File: config.mk
export PLATFORM = sky130hd
export DESIGN_NAME = keypad_entry_scanner
export DESIGN_NICKNAME = d
export VERILOG_FILES = /design/src/rtl/keypad_pkg.sv /design/src/rtl/keypad_entry_scanner_row_sync.sv /design/src/rtl/keypad_entry_scanner.sv
export SDC_FILE = /design/constraint.sdc
export NUM_CORES = 1
export LEC_CHECK = 0
export CAP_MARGIN = 20
export CORE_ASPECT_RATIO = 0.8
export CORE_MARGIN = 3
export CORE_UTILIZATION = 50
export DETAILED_ROUTE_END_ITERATION = 10
export HOLD_SLACK_MARGIN = 0.12
export PLACE_DENSITY = 0.7
export SETUP_SLACK_MARGIN = 0.15
export SYNTH_ARGS = -nofsm -noshare
export SYNTH_HDL_FRONTEND = slang
export SYNTH_SLANG_ARGS = --single-unit
export TNS_END_PERCENT = 50
File: constraint.sdc
create_clock -name clk -period 3 [get_ports clk]
set_input_delay 0.9 -clock clk [delete_from_list [all_inputs] [get_ports clk]]
set_output_delay 0.9 -clock clk [all_outputs]
set_load 0.005 [all_outputs]
File: src/rtl/keypad_pkg.sv
// Shared types and helpers for the keypad entry scanner: FSM states,
// key codes and the row/column to key decode.
package keypad_pkg;

   typedef enum logic [1:0] {
      SCAN         = 2'd0,
      DEBOUNCE     = 2'd1,
      EMIT         = 2'd2,
      WAIT_RELEASE = 2'd3
   } kp_state_e;

   localparam logic [3:0] KEY_A     = 4'hA;
   localparam logic [3:0] KEY_B     = 4'hB;
   localparam logic [3:0] KEY_C     = 4'hC;
   localparam logic [3:0] KEY_D     = 4'hD;
   localparam logic [3:0] KEY_STAR  = 4'hE;
   localparam logic [3:0] KEY_HASH  = 4'hF;
   localparam logic [3:0] ROWS_IDLE = 4'hF;

   // Layout: r0 = 1 2 3 A, r1 = 4 5 6 B, r2 = 7 8 9 C, r3 = * 0 # D
   function automatic logic [3:0] decode_key(input logic [1:0] row, input logic [1:0] col);
      logic [3:0] code;
      code = 4'h0;
      case ({row, col})
         4'h0: code = 4'h1;
         4'h1: code = 4'h2;
         4'h2: code = 4'h3;
         4'h3: code = KEY_A;
         4'h4: code = 4'h4;
         4'h5: code = 4'h5;
         4'h6: code = 4'h6;
         4'h7: code = KEY_B;
         4'h8: code = 4'h7;
         4'h9: code = 4'h8;
         4'hA: code = 4'h9;
         4'hB: code = KEY_C;
         4'hC: code = KEY_STAR;
         4'hD: code = 4'h0;
         4'hE: code = KEY_HASH;
         4'hF: code = KEY_D;
         default: code = 4'h0;
      endcase
      return code;
   endfunction

   function automatic logic [1:0] low_row_idx(input logic [3:0] rows);
      logic [1:0] idx;
      idx = 2'd0;
      for (int i = 3; i >= 0; i--) begin
         if (!rows[i]) idx = 2'(i);
      end
      return idx;
   endfunction

   function automatic logic single_low(input logic [3:0] rows);
      return (rows == 4'b1110) || (rows == 4'b1101) ||
             (rows == 4'b1011) || (rows == 4'b0111);
   endfunction

endpackage

File: src/rtl/keypad_entry_scanner_row_sync.sv
// Row synchroniser plus a counter of consecutive cycles on which the
// synchronised rows match a reference pattern.
module keypad_row_sync
   import keypad_pkg::*;
#(
   parameter int DEBOUNCE_CYC = 20000
) (
   input  logic       clk_i,
   input  logic       rst_n_i,
   input  logic [3:0] row_i,
   input  logic [3:0] ref_i,
   input  logic       cnt_en_i,
   input  logic       clr_i,
   output logic [3:0] rows_s_o,
   output logic       stable_done_o
);

   localparam int CW = $clog2(DEBOUNCE_CYC);
   localparam logic [CW-1:0] CNT_LAST = CW'(DEBOUNCE_CYC - 1);

   logic [3:0]    meta_q;
   logic [3:0]    sync_q;
   logic [CW-1:0] cnt_q;
   logic [CW-1:0] cnt_d;
   logic          match;

   always_ff @(posedge clk_i) begin
      if (!rst_n_i) begin
         meta_q <= ROWS_IDLE;
         sync_q <= ROWS_IDLE;
         cnt_q  <= '0;
      end else begin
         meta_q <= row_i;
         sync_q <= meta_q;
         cnt_q  <= cnt_d;
      end
   end

   assign match         = cnt_en_i && (sync_q == ref_i);
   assign stable_done_o = match && (cnt_q == CNT_LAST);
   assign rows_s_o      = sync_q;

   // Counter holds at its last value rather than wrapping; any mismatch restarts it
   always_comb begin
      cnt_d = '0;
      if (!clr_i && match) begin
         if (cnt_q == CNT_LAST) cnt_d = cnt_q;
         else                   cnt_d = cnt_q + 1'b1;
      end
   end

endmodule

File: src/rtl/keypad_entry_scanner.sv
// 4x4 keypad scanner: column scan, debounce, decode and single-cycle
// digit/check/clear strobes toward the password checker.
module keypad_entry_scanner
   import keypad_pkg::*;
#(
   parameter int SCAN_DIV     = 1000,
   parameter int DEBOUNCE_CYC = 20000,
   parameter int NUM_DIGITS   = 4
) (
   input  logic       clk,
   input  logic       rst_n,
   input  logic [3:0] row_in,
   output logic [3:0] col_out,
   output logic [3:0] key_in,
   output logic       enter,
   output logic       check,
   output logic       clear,
   output logic [2:0] digit_cnt
);

   localparam int DW = $clog2(SCAN_DIV);
   localparam logic [DW-1:0] DIV_LAST = DW'(SCAN_DIV - 1);
   localparam logic [2:0]    DIG_MAX  = 3'(NUM_DIGITS);

   kp_state_e     state_q, state_d;
   logic [1:0]    col_q, col_d;
   logic [DW-1:0] div_q, div_d;
   logic [3:0]    latch_q, latch_d;
   logic [3:0]    key_q, key_d;
   logic          enter_q, enter_d;
   logic          check_q, check_d;
   logic          clear_q, clear_d;
   logic [2:0]    dcnt_q, dcnt_d;

   logic [3:0] rows_s;
   logic       stable_done;
   logic [3:0] dec_code;
   logic [3:0] sync_ref;
   logic       sync_en;
   logic       sync_clr;

   keypad_row_sync #(.DEBOUNCE_CYC(DEBOUNCE_CYC)) u_row_sync (
      .clk_i         (clk),
      .rst_n_i       (rst_n),
      .row_i         (row_in),
      .ref_i         (sync_ref),
      .cnt_en_i      (sync_en),
      .clr_i         (sync_clr),
      .rows_s_o      (rows_s),
      .stable_done_o (stable_done)
   );

   assign sync_ref = (state_q == WAIT_RELEASE) ? ROWS_IDLE : latch_q;
   assign sync_en  = (state_q == DEBOUNCE) || (state_q == WAIT_RELEASE);
   assign sync_clr = (state_d != state_q);
   assign dec_code = decode_key(low_row_idx(latch_q), col_q);

   always_ff @(posedge clk) begin
      if (!rst_n) begin
         state_q <= SCAN;
         col_q   <= 2'd0;
         div_q   <= '0;
         latch_q <= ROWS_IDLE;
         key_q   <= 4'h0;
         enter_q <= 1'b0;
         check_q <= 1'b0;
         clear_q <= 1'b0;
         dcnt_q  <= 3'd0;
      end else begin
         state_q <= state_d;
         col_q   <= col_d;
         div_q   <= div_d;
         latch_q <= latch_d;
         key_q   <= key_d;
         enter_q <= enter_d;
         check_q <= check_d;
         clear_q <= clear_d;
         dcnt_q  <= dcnt_d;
      end
   end

   // Strobes are computed on the DEBOUNCE->EMIT transition so they are
   // registered and visible exactly while the FSM sits in EMIT.
   always_comb begin
      state_d = state_q;
      col_d   = col_q;
      div_d   = '0;
      latch_d = latch_q;
      key_d   = key_q;
      enter_d = 1'b0;
      check_d = 1'b0;
      clear_d = 1'b0;
      dcnt_d  = dcnt_q;
      case (state_q)
         SCAN: begin
            if (rows_s != ROWS_IDLE) begin
               latch_d = rows_s;
               state_d = DEBOUNCE;
            end else if (div_q == DIV_LAST) begin
               col_d = col_q + 2'd1;
            end else begin
               div_d = div_q + 1'b1;
            end
         end
         DEBOUNCE: begin
            if (rows_s != latch_q) begin
               state_d = SCAN;
            end else if (stable_done) begin
               if (single_low(latch_q)) begin
                  state_d = EMIT;
                  if (dec_code <= 4'd9) begin
                     if (dcnt_q < DIG_MAX) begin
                        key_d   = dec_code;
                        enter_d = 1'b1;
                        dcnt_d  = dcnt_q + 3'd1;
                     end
                  end else if (dec_code == KEY_HASH) begin
                     check_d = 1'b1;
                     dcnt_d  = 3'd0;
                  end else if (dec_code == KEY_STAR) begin
                     clear_d = 1'b1;
                     dcnt_d  = 3'd0;
                  end
               end else begin
                  state_d = WAIT_RELEASE;
               end
            end
         end
         EMIT: begin
            state_d = WAIT_RELEASE;
         end
         WAIT_RELEASE: begin
            if (stable_done) begin
               state_d = SCAN;
               col_d   = col_q + 2'd1;
            end
         end
         default: state_d = SCAN;
      endcase
   end

   assign col_out   = ~(4'b0001 << col_q);
   assign key_in    = key_q;
   assign enter     = enter_q;
   assign check     = check_q;
   assign clear     = clear_q;
   assign digit_cnt = dcnt_q;

endmodule

After elaboration in Yosys (flattened, before gate mapping)
Memory sizes are Yosys's and may differ from the RTL's.
Cells that the tools add are included.
- bits of input ports: 6
- memories: 1
- bits in read-only memories: 64
- output and inout port bits: 14
- logic and storage cells: 89
- bits in registers: 51
- memory list (name ; words ; bits a word ; rd ports ; clocked after Yosys merged registers in ; write ports ; RTL line ; source):
    (name not given) ; 16 ; 4 ; 1 ; 0 ; 0 ; keypad_pkg.sv:24 ; case ({row, col})
- $lt $le $gt $ge: 2
- shift-type cells: 1
- bitwise logic cells: 8
- eq/ne operators: 19
- reduce and logical (&&, ||, !) cells: 20
- $add $sub $neg: 4
- mux-type cells: 22
- operators with widths (operator ; count):
    2-to-1 mux 2 bit ; 11
    equality test 4 bit (second input constant) ; 5
    adder 15 x 1 -> 15 bit (second input constant) ; 1
    equality test 15 bit (second input constant) ; 1
    2-to-1 mux 3 bit ; 4
    AND reduction 6 bit ; 2
    OR reduction 6 bit ; 2
    adder 10 x 1 -> 10 bit (second input constant) ; 1
    equality test 10 bit (second input constant) ; 1
    case mux 2 bit (4 select lines) ; 1
    NOT 1 bit ; 7
    OR reduction 7 bit ; 1
    inequality test 2 bit (second input constant) ; 3
    equality test 2 bit (second input constant) ; 2
    equality test 4 x 3 -> 1 bit (second input constant) ; 1
    equality test 4 bit ; 1
    <= comparator 4 bit (second input constant) ; 1
    logical OR 1 bit ; 4
    2-to-1 mux 1 bit ; 4
    2-to-1 mux 4 bit ; 1
    inequality test 4 bit ; 1
    inequality test 4 bit (second input constant) ; 1
    NOT 4 bit ; 1
    case mux 2 bit (2 select lines) ; 1
    other kinds (15) ; 18

Depth between registers and ports, before layout
- depth after elaboration: 12
- depth in mapped cells: 8
- mapped depth without buffers: 8

By module
From an unflattened synthesis, not the netlist that was laid out.
- cells, all modules: 291
- area total of the unflattened synthesis: 2592.5 um2
- modules (own cells, without submodules) (module ; sequential area each (um2) ; cells an instance ; area each (um2) ; times used):
    keypad_entry_scanner ; 560.5 ; 193 ; 1642.8 ; 1
    keypad_row_sync ; 460.4 ; 98 ; 949.7 ; 1

Least setup slack after synthesis
OpenSTA, ideal clock, no wires.
- path type: reg2reg
- from: register latch_q[3]
- to: register key_q[0], in the netlist key_in[0]
- arrival time: 2.112 ns
- setup slack: 0.772 ns
- required time: 2.884 ns
- buffers on the path: 1
- clock period less this slack: 2.228 ns
- library setup time: 0.116 ns
- cell stages (with the launch flop): 8
- path through: dfxtp_1 buf_4 or2b_4 o2111ai_4 mux2_4 or4_1 or4_1 o211a_1
- word-level cells in the longest chain between the ends: 7
- elaborated cells between the ends (all ways): 20
- classes of those cells: 1 x order compare; 6 x eq/ne; 5 x mux; 1 x bitwise; 6 x reduce/logical; 1 x memory
- ends and longest elaborated chain (what ; RTL line ; source):
    start: declaration ; keypad_entry_scanner.sv:28 ; logic [3:0] latch_q, latch_d;
    start signal: assignment ; keypad_entry_scanner.sv:73 ; latch_q <= latch_d;
    2-to-1 mux 2 bit (4 in series) ; keypad_pkg.sv:50 ; if (!rows[i]) idx = 2'(i);
    memory (16 x 4 bit) ; -- ;
    <= comparator 4 bit ; keypad_entry_scanner.sv:111 ; if (dec_code <= 4'd9) begin
    AND reduction 6 bit (no line) ; -- ;
    end signal: assignment ; keypad_entry_scanner.sv:74 ; key_q <= key_d;
    end: declaration ; keypad_entry_scanner.sv:29 ; logic [3:0] key_q, key_d;
Several ways; a longest one is shown, not always the timed one.
A chain may end at the register's enable or synchronous reset.

Worst setup path after layout
- from: register col_q[0]
- to: output col_out[0]
- word-level cells in the longest chain between the ends: 2
- ends and longest elaborated chain (what ; RTL line ; source):
    start: declaration ; keypad_entry_scanner.sv:26 ; logic [1:0] col_q, col_d;
    start signal: assignment ; keypad_entry_scanner.sv:71 ; col_q <= col_d;
    << shifter 1 x 2 -> 4 bit ; keypad_entry_scanner.sv:142 ; assign col_out = ~(4'b0001 << col_q);
    NOT 4 bit ; keypad_entry_scanner.sv:142 ;
    end: declaration ; keypad_entry_scanner.sv:13 ; output logic [3:0] col_out,
No other way between the ends.

==> impl_metrics.toml <==
[run_status]
status = "complete, no violations"

[yosys]
async_reset_ff_share_pct = 0
ys.flop_type = "dfxtp_1"
syn-num-nets = 294
ys_seq_area_share_pct = 41.4
avgSynthCellArea_um2 = 8.83
synth-edff-count = 0
yosysWarnings = 0
synth_area_mm2 = 0.00246
synth-seq-cells = 51
syn-instance-count = 279
synth_cell_types = 50

[job]
maxCapViolCount = 0

[setup_path]
crit_required_ns = 2.10
r2r_cells = 6
cp.arrival_ns = 1.76
crit_path_max_fanout = 8
regToRegSetupSlack_ns = 0.47
crit_path_frequent_cell = "inv_1"
worstSetupPathType = "register to output pin"
worst_path_max_delay_cell = "clkdlybuf4s50_1"
crit_chain = "inv_1 > ha_1 > inv_1 > clkdlybuf4s50_1"
cpPeakStageDelay_ns = 0.49
worstSetupStartpointType = "register"
critPathCaptureType = "output pin"

[die]
fp.coreArea_mm2 = 0.00468
start_util_pct = 52.6
die_w_um = 84.5
die_area_mm2 = 0.00581
rows = 22
io-pin-count = 20
die_h_um = 68.8

[clock_network]
tritoncts = "done"
clock_latency_ns = 0.29
cts_hold_buf = 0
ctsHtreeMaxLevel = 2
cts_setup_buffers = 0
clock_sinks = 51
numCtsBuffers = 5
ctsLongestPathBuffers = 2
postCtsResizedCells = 0
cts_root_buffer = "clkbuf_8"
clkSlewWorstSetupHoldPaths_ns = 0.09

[timing]
slew_headroom_pct = 56.8
slew_violations = 0
rsz0062_at_grt = "no"
hold_viol = 0
setup_violations = 0
fin_tns_setup_ns = 0
layout_setup_ws_ns = 0.341
hold_slack_ns = 0.416
min_period_ns = 2.66
post-route-period-util_pct = 88.6
clock_skew_ns = 0.00561
tightest_slew_ns = 0.646
max_freq_mhz = 376

[place]
placed_area_mm2 = 0.00271
dp_hpwl_um = 3260
port_buffers = 19
gp_congestion = 0.764
dp_cells = 352
pre_cts_slack_ns = 0.513

[grt]
grt_pass1_wl_um = 7760
grtUsageMet2_pct = 24.7
met1_usage_pct = 23.7
gr-usage-met3_pct = 3.56
grt_util_all_layers_pct = 16.4
top_usage_layer = "met2"
grt_pass1_vias = 1712
antenna_found_initial = 0
grt_max_degree = 27
grt_overflow = 0

[power]
leakage_nw = 1.10
ir_drop_mv = 0.252
power-per-cell-area_mw_per_mm2 = 427

[drt]
wl_per_cell_um = 12.7
wl_um = 4550
vias = 1965
drt-vias-per-instance = 5.46
drc = 0
drt-pass1-iter-count = 5
drt-initial-drc-count = 139
antenna_left = 0

[final_layout]
syn2layout_area_growth_pct = 13.4
drive_gt1_share_pct = 5.33
nFillCells = 418
stdcell_count = 360
stdcell_area_mm2 = 0.00279
final_common_cell = "dfxtp_1"
nNetsFinal = 314
n_antenna_cell = 0
layout_common_cells = "51 x dfxtp_1, 30 x nor2_1, 25 x nand2_1"

[min_path]
worst_hold_path_type = "register to register"
whs_path_depth = 1
==> report_power, final <==
group          leakage [nW]  switching, mW  total (mW)  internal (mW)
clock network        0.0422          0.210       0.374          0.164
registers             0.414         0.0178       0.707          0.689
logic                 0.641         0.0619       0.113         0.0509
total                  1.10          0.290        1.19          0.904
==> stage by stage <==
| step | power [mW] | util, % |
|---|---|---|
| after global placement | 0.833 | 58.0 |
| after floorplan | 0.810 | - |
| after CTS | 1.20 | 59.7 |
| after global routing | 1.25 | 59.7 |
| after detailed placement | 0.835 | 58.0 |
| final | 1.19 | 59.7 |
==> layer usage <==
metal,share of wire [%],routed length (um)
met2,41,1870
met4,0.97,44
met3,5.0,227
met5,0,0
met1,53,2410
==> path summary, 6_finish.rpt <==
path,start,end
worst min-delay path,u_row_sync.meta_q[0]$_SDFF_PN1_,u_row_sync.rows_s_o[0]$_SDFF_PN1_
worst max register to register,latch_q[2]$_SDFFE_PN1P_,key_in[0]$_SDFFE_PN0P_
worst min register to register,u_row_sync.meta_q[0]$_SDFF_PN1_,u_row_sync.rows_s_o[0]$_SDFF_PN1_
worst max-delay path,col_q[0]$_SDFFE_PN0P_,col_out[0]
==> worst max-delay path: cells and delay by family, from the launching register on <==
family / cells / cell delay [ns]
DFF: 1 / 0.48
buffers and inverters: 3 / 0.72
adders and majority gates: 1 / 0.26
==> cells by family after synthesis <==
| logic type | share of synthesized area, % |
|---|---|
| buffers and inverters | 4.62 |
| adders and majority gates | 4.57 |
| DFF | 41.4 |
| and+or+nand+nor | 27.5 |
| AOI/OAI and AO/OA | 12.1 |
| xor gates and xnor gates | 7.47 |
| muxes | 2.29 |
==> flip-flops by register name (all words and copies together), names as in the netlist <==
signal / cells
latch_q: 4
digit_cnt: 3
u_row_sync.rows_s_o: 4
u_row_sync.meta_q: 4
u_row_sync.cnt_q: 15
key_in: 4
div_q: 10
state_q: 2
clear: 1
enter: 1
col_q: 2
check: 1
==> area by class of cell <==
class | count | area, um^2 | share of cell area [%]
clock buffer | 7 | 76.3 | 2.73
sequential | 51 | 1020 | 36.5
multi-input combinational | 201 | 1330 | 47.6
tap | 60 | 75.1 | 2.69
clock inverter | 1 | 5.00 | 0.179
timing repair buffer | 24 | 228 | 8.15
inverter | 16 | 60.1 | 2.15
==> synth_stat cells (all sizes together) (4+ instances only) <==
| library cell | count | share of area, % |
|---|---|---|
| and3 | 8 | 2.0 |
| nand4 | 5 | 1.3 |
| nor3 | 7 | 1.4 |
| clkbuf | 7 | 1.1 |
| buf | 4 | 1.1 |
| ha | 9 | 4.6 |
| a21oi | 6 | 1.2 |
| xnor2 | 6 | 2.1 |
| nand2 | 25 | 3.8 |
| inv | 16 | 2.4 |
| nor2 | 30 | 4.6 |
| nand2b | 11 | 2.8 |
| or3 | 4 | 1.0 |
| nand3 | 10 | 2.0 |
| dfxtp | 51 | 41 |
| o21ai | 6 | 1.2 |
| xor2 | 15 | 5.3 |
Note: power is estimated with default switching activity, not from simulation.
